[src/rtl/give_sel_pipe.sv]
// Registered A/B/max/min operand selector with valid/ready handshake and a
// saturating count of A-sourced results. Define GIVE_SEL_SIGNED_EN for signed max/min.
module give_sel_pipe #(
  parameter int WIDTH = 2,
  parameter int CNT_W = 8
) (
  input  logic             clk,
  input  logic             rst_n,
  input  logic [WIDTH-1:0] a,
  input  logic [WIDTH-1:0] b,
  input  logic [1:0]       mode,
  input  logic             in_valid,
  output logic             in_ready,
  output logic [WIDTH-1:0] out_data,
  output logic             out_from_a,
  output logic             out_valid,
  input  logic             out_ready,
  input  logic             cnt_clr,
  output logic [CNT_W-1:0] a_sel_count
);

  logic [WIDTH-1:0] out_data_q, out_data_d;
  logic             out_from_a_q, out_from_a_d;
  logic             out_valid_q, out_valid_d;
  logic [CNT_W-1:0] a_sel_count_q, a_sel_count_d;

  logic             a_ge_b_s, a_le_b_s;
  logic [WIDTH-1:0] result_s;
  logic             from_a_s;
  logic             accept_s;

  assign in_ready = !out_valid_q || out_ready;
  assign accept_s = in_valid && in_ready;

  // Operand comparison, signed or unsigned by build
  always_comb begin
`ifdef GIVE_SEL_SIGNED_EN
    a_ge_b_s = $signed(a) >= $signed(b);
    a_le_b_s = $signed(a) <= $signed(b);
`else
    a_ge_b_s = a >= b;
    a_le_b_s = a <= b;
`endif
  end

  // Result selection; ties go to A
  always_comb begin
    result_s = a;
    from_a_s = 1'b1;
    case (mode)
      2'b00: begin
        result_s = a;
        from_a_s = 1'b1;
      end
      2'b01: begin
        result_s = b;
        from_a_s = 1'b0;
      end
      2'b10: begin
        if (a_ge_b_s) begin
          result_s = a;
          from_a_s = 1'b1;
        end else begin
          result_s = b;
          from_a_s = 1'b0;
        end
      end
      2'b11: begin
        if (a_le_b_s) begin
          result_s = a;
          from_a_s = 1'b1;
        end else begin
          result_s = b;
          from_a_s = 1'b0;
        end
      end
      default: begin
        result_s = a;
        from_a_s = 1'b1;
      end
    endcase
  end

  // Output register next state: load on accept, empty on drain
  always_comb begin
    out_data_d   = out_data_q;
    out_from_a_d = out_from_a_q;
    out_valid_d  = out_valid_q;
    if (accept_s) begin
      out_data_d   = result_s;
      out_from_a_d = from_a_s;
      out_valid_d  = 1'b1;
    end else if (out_valid_q && out_ready) begin
      out_valid_d  = 1'b0;
    end else begin
      out_valid_d  = out_valid_q;
    end
  end

  // Saturating A-select counter; clear beats increment
  always_comb begin
    a_sel_count_d = a_sel_count_q;
    if (cnt_clr) begin
      a_sel_count_d = {CNT_W{1'b0}};
    end else if (accept_s && from_a_s && (a_sel_count_q != {CNT_W{1'b1}})) begin
      a_sel_count_d = a_sel_count_q + CNT_W'(1);
    end else begin
      a_sel_count_d = a_sel_count_q;
    end
  end

  // State registers
  always_ff @(posedge clk or negedge rst_n) begin
    if (!rst_n) begin
      out_data_q    <= {WIDTH{1'b0}};
      out_from_a_q  <= 1'b0;
      out_valid_q   <= 1'b0;
      a_sel_count_q <= {CNT_W{1'b0}};
    end else begin
      out_data_q    <= out_data_d;
      out_from_a_q  <= out_from_a_d;
      out_valid_q   <= out_valid_d;
      a_sel_count_q <= a_sel_count_d;
    end
  end

  assign out_data    = out_data_q;
  assign out_from_a  = out_from_a_q;
  assign out_valid   = out_valid_q;
  assign a_sel_count = a_sel_count_q;

endmodule

[config.mk]
export PLATFORM = sky130hd
export DESIGN_NAME = give_sel_pipe
export DESIGN_NICKNAME = d
export VERILOG_FILES = /design/src/rtl/give_sel_pipe.sv
export SDC_FILE = /design/constraint.sdc
export NUM_CORES = 1
export LEC_CHECK = 0
export ABC_CLOCK_PERIOD_IN_PS = 2000
export CORE_MARGIN = 4
export CORE_UTILIZATION = 43
export CTS_CLUSTER_SIZE = 24
export DETAILED_ROUTE_END_ITERATION = 6
export PLACE_DENSITY = 0.77
export RECOVER_POWER = 50
export SYNTH_ARGS = -nofsm -noshare
export SYNTH_HDL_FRONTEND = slang
export SYNTH_SLANG_ARGS = --single-unit
[constraint.sdc]
create_clock -name clk -period 2 [get_ports clk]
set_input_delay 0.4 -clock clk [delete_from_list [all_inputs] [get_ports clk]]
set_output_delay 0.4 -clock clk [all_outputs]
set_load 0.02 [all_outputs]
==> results of run 1 <==
[placed cells by master (no fill, tap or decap), types with 3 or more instances in the layout]
cell type,synthesis,final
mux2i_1,3,3
nor2_1,3,3
buf_4,0,7
inv_1,5,4
or3_1,4,3
clkbuf_4,0,4
nand3_1,4,4
clkdlybuf4s50_1,0,14
dlygate4sd3_1,0,4
ha_1,5,3
o21ai_0,6,6
a21oi_1,6,3
dlygate4sd2_1,0,3
nand2_1,6,6
a21oi_2,0,3
dfrtp_1,12,12
[worst max-delay path by stage]
| stage | slack [ns] | cells after the start | to |
|---|---|---|---|
| after floorplan | 0.09 | 8 | a_sel_count[2] |
| final | 0.11 | 8 | a_sel_count[5] |
| after global routing | 0.02 | 8 | a_sel_count[5] |
| after CTS | 0.03 | 8 | a_sel_count[7] |
| after global placement | -0.52 | 9 | a_sel_count[4] |
| after detailed placement | -0.57 | 9 | a_sel_count[3] |
[per-layer routing]
| metal | share of wire | GRT usage |
|---|---|---|
| met5 | 0 | 0 |
| met4 | 0.014 | 0.0484 |
| met3 | 0.065 | 0.0451 |
| met2 | 0.48 | 0.253 |
| met1 | 0.44 | 0.198 |
[cell type report]
| type | count | area [sq um] | share of cell area |
|---|---|---|---|
| timing repair buffer | 33 | 299 | 0.279 |
| tap | 16 | 20.0 | 0.0187 |
| sequential | 12 | 300 | 0.280 |
| clock buffer | 4 | 36.3 | 0.0339 |
| inverter | 5 | 18.8 | 0.0175 |
| multi-input combinational | 52 | 397 | 0.370 |
[critical path, cell delays in order]
cell and delay [ns]:
dlygate4sd2_1 0.21, inv_1 0.05, ha_2 0.17, o21bai_1 0.16, mux2i_1 0.28, o21bai_2 0.16
or4_4 0.53, a21oi_2 0.14
[metrics by stage]
stage                     setup TNS (ns)  power, uW
after floorplan                        0        341
after global placement             -3.96        428
after detailed placement           -4.50        432
after CTS                              0        624
after global routing                   0        653
final                                  0        616
[cell families (layout without fill, tap and decap cells)]
family,count (synthesis),count (layout)
AOI/OAI and AO/OA,18,18
buffers and inverters,7,42
muxes,5,5
adders and majority gates,5,5
xor gates and xnor gates,1,1
and+or+nand+nor,23,23
DFF,12,12
[report_power, final]
group	total (uW)	internal, uW	leakage [uW]	switching [uW]
clock	191	111	0.0000210	80.1
combinational	158	82.8	0.000290	75.6
sequential	267	258	0.000158	9.32
[registers in the layout, summed over array words and instances, names as in the netlist]
| register | count |
|---|---|
| a_sel_count | 8 |
| out_data | 2 |
| out_from_a | 1 |
| out_valid | 1 |
[timing repair]
action,in CTS,in global routing
gates resized for setup,11,10
setup buffers,0,0
pin swaps,5,5
setup endpoints to repair,9,6
endpoints found under the hold margin,0,0
==> flow_summary_export.csv, run 1 <==
group,metric,value,unit
sta,fin_worst_skew,0.00349,ns
setup_path,crit_start,"a[0]",
yosys,syn_nets,87,
yosys,synth_ff_type,"dfrtp_1",
power,peakVddDrop,0.346,mV
setup_path,worstReg2RegStart,"a_sel_count[0]",
setup_path,r2r-end,"a_sel_count[5]",
die,start_util,0.455,
yosys,synth_edf_count,0,
die,io_pins,24,
placed_design,place_hpwl,1210,um
cts,clk_path_buf_depth,2,
yosys,yosys.area_share.simple,0.173,
setup_path,arrival,2.09,ns
sta,fmax,528,MHz
routing,post-route-drc-count,0,
routing,drt_iter0_drc,8,
yosys,synth_compound_area_frac,0.151,
die,die_h,47.9,um
layout,drive_gt1_frac,0.255,
yosys,yosysMostFrequentCell,"dfrtp_1",
power,power_density,576,nW/um^2
die,fp.dieW,47.9,um
setup_path,required,2.20,ns
routing,routedWlPerCell,13.1,um
global_routing,grt_pass1_wl,2460,um
placed_design,post_dp_cell_area,1000,sq um
placed_design,dp_slack,-0.573,ns
sta,max_slew.worst_pin.slew,0.540,ns
yosys,ys_async_sr_fraction,1.00,
placed_design,place.gp.congestion,0.766,
routing,vias,661,
global_routing,antenna_found_initial,0,
yosys,muxShareOfSynthArea,0.0931,
routing,viasPerCell,5.42,
layout,fill_cells,122,
worst_hold_path,hold_start,"out_data[0]",
sta,finalSetupViolCount,0,
global_routing,grt_max_degree,13,
yosys,synthXorXnorAreaFrac,0.0128,
sta,whs,0.475,ns
die,rows,14,
routing,dr.pass1.iters,4,
yosys,ys_top_cells_by_count,"12 x dfrtp_1, 6 x a21oi_1, 6 x nand2_1, 6 x o21ai_0",
die,dieArea,2300,sq um
layout,fin_cells,122,
outcome,status,"completed",
setup_path,cp-start-kind,"input port",
layout,diodes,0,
sta,drv_slew,0,
global_routing,grt_use_total,0.156,
sta,hold_viol,0,
sta,worst_slack,0.106,ns
worst_hold_path,min_delay_path_depth,2,
layout,finalInstanceArea,1070,sq um
worst_hold_path,hold-path-endpoint,"out_data[0]",
yosys,synth_top_family_by_area,"simple AND/OR/NAND/NOR gates",
setup_path,critical_path_class,"in2reg",
cts,clock_sinks,12,
setup_path,crit_fanout,5,
yosys,synth_top_area_share,0.438,
power,power_leakage,0.000469,uW
yosys,synth_area_leaders,"dfrtp_1 44%, ha_1 9.1%, a21oi_1 4.4%",
routing,ant_nets,0,
sta,fin_crit,1.89,ns
cts,clkLatencyLatePin,0.27,ns
setup_path,cp-end-kind,"flop",
die,core,1510,sq um
layout,syn_to_final_growth,56.2,%
yosys,synth_area,686,sq um
cts,cts_root_buffer,"clkbuf_4",
placed_design,dp_cells,118,
layout,postLayoutCoreUtil,0.711,
yosys,ys_ff_latch,12,
yosys,avgSynthCellArea,9.66,sq um
cts,ctsHoldBuffers,0,
cts,numCtsBuffers,3,
cts,htree_levels,1,
flow_run,drv_cap,0,
layout,nNetsFinal,123,
sta,finalCritPeriodShare,0.947,
cts,cts_tree,"yes",
global_routing,grt_pass1_vias,578,
sta,rsz0062_at_grt,"false",
setup_path,rr_worst_depth,6,
setup_path,ff2ff_setup_slack,0.14,ns
placed_design,port_buffers,23,
yosys,syn-instance-count,71,
yosys,synth_cell_types,23,
yosys,synth-seq-area-share,0.438,
sta,max_slew_margin,0.639,
yosys,synth-adder-area-share,0.0912,
yosys,yosys_warnings,0,
routing,wl,1600,um
yosys,synth_top_cell_by_area,"dfrtp_1",
global_routing,globalRouteOverflowTotal,0,
worst_hold_path,min_path_type,"reg2reg",
cts,clk_pin_slew,0.07,ns
No activity file was read; power rests on OpenSTA's default activity.
==> inputs of run 2 (changes only) <==
--- a/config.mk
+++ b/config.mk
@@ -6,12 +6,15 @@
 export NUM_CORES = 1
 export LEC_CHECK = 0
 export ABC_CLOCK_PERIOD_IN_PS = 2000
+export CAP_MARGIN = 5
 export CORE_MARGIN = 4
 export CORE_UTILIZATION = 43
 export CTS_CLUSTER_SIZE = 24
 export DETAILED_ROUTE_END_ITERATION = 6
 export PLACE_DENSITY = 0.77
 export RECOVER_POWER = 50
+export SKIP_CTS_REPAIR_TIMING = 1
+export SLEW_MARGIN = 15
 export SYNTH_ARGS = -nofsm -noshare
 export SYNTH_HDL_FRONTEND = slang
 export SYNTH_SLANG_ARGS = --single-unit
==> flow_summary_export.csv, run 2 (synthesized netlist as in run 1, its figures left out) <==
group,metric,value,unit
cts,clk_pin_slew,0.07,ns
layout,fill_cells,111,
sta,worst_slack,0.0694,ns
routing,wl,1710,um
die,io_pins,24,
layout,final-seq-area,300,sq um
setup_path,path_cells,"dlymetal6s2s_1 -> buf_4 -> ha_1 -> o21bai_1 -> mux2i_1 -> o21bai_2 -> or4_4 -> a21oi_2",
setup_path,crit_family,"simple AND/OR/NAND/NOR gates",
layout,multiInputGateArea,397,sq um
cts,numCtsBuffers,3,
setup_path,critPathMaxStageDelay,0.53,ns
layout,drive_gt1_frac,0.245,
cts,htree_levels,1,
setup_path,worstReg2RegStart,"a_sel_count[0]",
setup_path,critical_path_class,"in2reg",
layout,diodes,0,
routing,post-route-drc-count,0,
die,fp.dieW,47.9,um
placed_design,place_hpwl,1210,um
global_routing,grt_pass1_vias,556,
die,die_h,47.9,um
setup_path,crit_fanout,5,
layout,final_common_cell,"clkdlybuf4s50_1",
cts,clkLatencyLatePin,0.27,ns
global_routing,grt_max_degree,13,
setup_path,crit_start,"a[1]",
routing,drt_iter0_drc,9,
die,core,1510,sq um
global_routing,globalRouteOverflowTotal,0,
die,start_util,0.455,
setup_path,required,2.20,ns
setup_path,crit_path_top_delay_cell,"or4_4",
sta,setup-tns-final,0,ns
placed_design,dp_slack,-0.573,ns
setup_path,path_buf_inv,2,
routing,ant_nets,0,
layout,largest_reg_flops,8,
routing,dr.pass1.iters,4,
layout,final_cell_mix,"14 x clkdlybuf4s50_1, 12 x dfrtp_1, 7 x buf_4",
routing,vias,660,
cts,cts_tree,"yes",
sta,fin_worst_skew,0.00376,ns
sta,finalSetupViolCount,0,
power,power_leakage,0.000498,uW
sta,drv_slew,0,
routing,viasPerCell,5.41,
global_routing,antenna_found_initial,0,
flow_run,drv_cap,0,
cts,cts_root_buffer,"clkbuf_4",
sta,rsz0062_at_grt,"false",
layout,syn_to_final_growth,58.8,%
global_routing,grt_use_total,0.150,
power,peakVddDrop,0.347,mV
die,rows,14,
cts,clk_path_buf_depth,2,
die,dieArea,2300,sq um
sta,max_slew.worst_pin.slew,0.543,ns
placed_design,port_buffers,23,
sta,fmax,518,MHz
worst_hold_path,min_path_type,"reg2reg",
sta,finalCritPeriodShare,0.965,
placed_design,place.gp.congestion,0.766,
setup_path,cp-start-kind,"input port",
global_routing,grt_pass1_wl,2370,um
power,power_density,569,nW/um^2
sta,hold_viol,0,
routing,routedWlPerCell,14.0,um
sta,fin_crit,1.93,ns
cts,clock_sinks,12,
setup_path,arrival,2.13,ns
sta,max_slew_margin,0.637,
worst_hold_path,hold_start,"out_data[0]",
setup_path,cp-end-kind,"flop",
outcome,status,"completed",
layout,nNetsFinal,123,
sta,whs,0.475,ns
[run 2: final cells by class]
type                            instances  share of cell area
Multi-Input combinational cell         52               0.364
Timing Repair Buffer                   33               0.291
Sequential cell                        12               0.276
Clock buffer                            4              0.0333
Tap cell                               16              0.0184
Inverter                                5              0.0172
[run 2: worst min-delay path, stage by stage, from the launching register on]
cell and delay, ns:
dfrtp_1 0.34, nand2_1 0.04, o21ai_0 0.06
[run 2: per-layer routing]
layer	track usage	wire length, um
met1	0.198	747
met4	0.0484	19
met5	0	0
met2	0.232	824
met3	0.0451	115
[run 2: power by group]
part / internal (uW) / leakage [uW] / switching [uW]
clock network: 111 / 0.0000210 / 79.1
registers: 258 / 0.000158 / 9.32
logic: 84.4 / 0.000319 / 77.8
total: 453 / 0.000498 / 166
[run 2: through the flow]
stage               instance area (sq um)  power (uW)   util  instances
global route                         1090         656  0.723        122
floorplan                             686         341      -         71
detailed placement                   1000         432  0.665        118
finish                               1090         619  0.723        122
CTS                                  1040         623  0.689        122
global placement                     1000         428  0.665        118
[run 2: worst paths after layout]
kind	slack, ns	cells past startpoint	to
worst max-delay path	0.07	8	a_sel_count[5]
worst min-delay path	0.48	2	out_data[0]
worst max register to register	0.11	6	a_sel_count[5]
worst min register to register	0.48	2	out_data[0]
max in group asynchronous	1.10	1	out_data[1]
min in group asynchronous	0.54	1	a_sel_count[7]
==> inputs of run 3 (changes only) <==
--- a/config.mk
+++ b/config.mk
@@ -11,8 +11,9 @@
 export CORE_UTILIZATION = 43
 export CTS_CLUSTER_SIZE = 24
 export DETAILED_ROUTE_END_ITERATION = 6
+export GPL_TIMING_DRIVEN = 1
 export PLACE_DENSITY = 0.77
-export RECOVER_POWER = 50
+export RECOVER_POWER = 25
 export SKIP_CTS_REPAIR_TIMING = 1
 export SLEW_MARGIN = 15
 export SYNTH_ARGS = -nofsm -noshare
==> flow_summary_export.csv, run 3 (synthesized netlist as in run 1, its figures left out) <==
group,metric,value,unit
layout,syn_to_final_growth,60.0,%
layout,nNetsFinal,123,
cts,cts_tree,"yes",
setup_path,r2r-end,"a_sel_count[5]",
layout,fill_cells,110,
die,fp.dieW,47.9,um
cts,htree_levels,1,
global_routing,grt_max_degree,13,
sta,drv_slew,0,
cts,clk_pin_slew,0.07,ns
outcome,status,"completed",
global_routing,globalRouteOverflowTotal,0,
sta,whs,0.480,ns
sta,finalCritPeriodShare,0.963,
setup_path,cp-start-kind,"input port",
die,rows,14,
global_routing,antenna_found_initial,0,
layout,drive_gt1_frac,0.245,
sta,rsz0062_at_grt,"false",
flow_run,drv_cap,0,
setup_path,arrival,2.12,ns
routing,wl,1710,um
routing,drt_iter0_drc,10,
setup_path,crit_start,"a[1]",
setup_path,rr_worst_depth,6,
die,die_h,47.9,um
routing,routedWlPerCell,14.0,um
power,power_density,568,nW/um^2
sta,finalSetupViolCount,0,
setup_path,crit_fanout,5,
global_routing,grt_use_total,0.150,
power,finalPower,623,uW
sta,hold_viol,0,
setup_path,worstReg2RegStart,"a_sel_count[0]",
layout,largest_reg_flops,8,
setup_path,ff2ff_setup_slack,0.11,ns
die,io_pins,24,
setup_path,critical_path_class,"in2reg",
placed_design,port_buffers,23,
die,dieArea,2300,sq um
global_routing,grt_pass1_vias,556,
global_routing,grt_pass1_wl,2370,um
power,peakVddDrop,0.348,mV
routing,vias,671,
cts,numCtsBuffers,3,
cts,clk_path_buf_depth,2,
power,power_leakage,0.000507,uW
routing,viasPerCell,5.50,
layout,final_cell_mix,"17 x clkdlybuf4s50_1, 12 x dfrtp_1, 8 x buf_4",
sta,fin_worst_skew,0.00401,ns
die,start_util,0.455,
cts,cts_root_buffer,"clkbuf_4",
layout,final_common_cell,"clkdlybuf4s50_1",
layout,diodes,0,
die,core,1510,sq um
worst_hold_path,min_path_type,"reg2reg",
sta,max_slew_margin,0.637,
sta,fin_crit,1.93,ns
routing,ant_nets,0,
setup_path,cp-end-kind,"flop",
setup_path,endpoint,"a_sel_count[5]",
cts,clkLatencyLatePin,0.27,ns
setup_path,required,2.20,ns
placed_design,place_hpwl,1210,um
sta,fmax,519,MHz
routing,dr.pass1.iters,4,
sta,max_slew.worst_pin.slew,0.543,ns
cts,clock_sinks,12,
placed_design,dp_cells,118,
placed_design,place.gp.congestion,0.766,
layout,fin_cells,122,
routing,post-route-drc-count,0,
## run 3: stage by stage
stage | utilization | setup WS, ns | instance area, sq um | setup TNS (ns)
3_5_place_dp | 0.665 | -0.573 | 1000 | -4.50
4_1_cts | 0.689 | -0.301 | 1040 | -1.91
5_1_grt | 0.728 | 0.00622 | 1100 | 0
3_3_place_gp | 0.665 | -0.524 | 1000 | -3.96
2_1_floorplan | - | 0.0945 | 686 | 0
6_report | 0.728 | 0.0745 | 1100 | 0
## run 3: layout make-up
| type | count | area (sq um) | share of cell area |
|---|---|---|---|
| Multi-Input combinational cell | 52 | 397 | 0.361 |
| Timing Repair Buffer | 33 | 325 | 0.296 |
| Sequential cell | 12 | 300 | 0.274 |
| Clock buffer | 4 | 36.3 | 0.0331 |
| Tap cell | 16 | 20.0 | 0.0182 |
| Inverter | 5 | 18.8 | 0.0171 |
## run 3: report_power, final
part           switching, uW  internal, uW
clock network           78.1           111
registers               9.74           258
logic                   77.6          89.2
## run 3: how the worst min path moves through the flow
stage,startpoint,to,depth (start not counted)
after floorplan,rst_n,a_sel_count[0],0
after global placement,out_from_a,out_from_a,2
after detailed placement,out_data[0],out_data[0],2
after CTS,rst_n,a_sel_count[7],1
after global routing,a[0],out_data[0],3
final,out_data[0],out_data[0],2
## run 3: metal layers
layer  wire (um)  vias up  part of all wire  global-route usage
met5           0        -                 0                   0
met4          22        0             0.013              0.0484
met3         125        4             0.073              0.0451
met2         830       25              0.49               0.232
met1         732      316              0.43               0.198
li1            -      326                 -                   -
## run 3: worst max-delay path, stage by stage
cell	delay, ns
dlymetal6s2s_1	0.15
buf_4	0.15
ha_1	0.19
o21bai_1	0.16
mux2i_1	0.25
o21bai_2	0.16
or4_4	0.53
a21oi_2	0.12
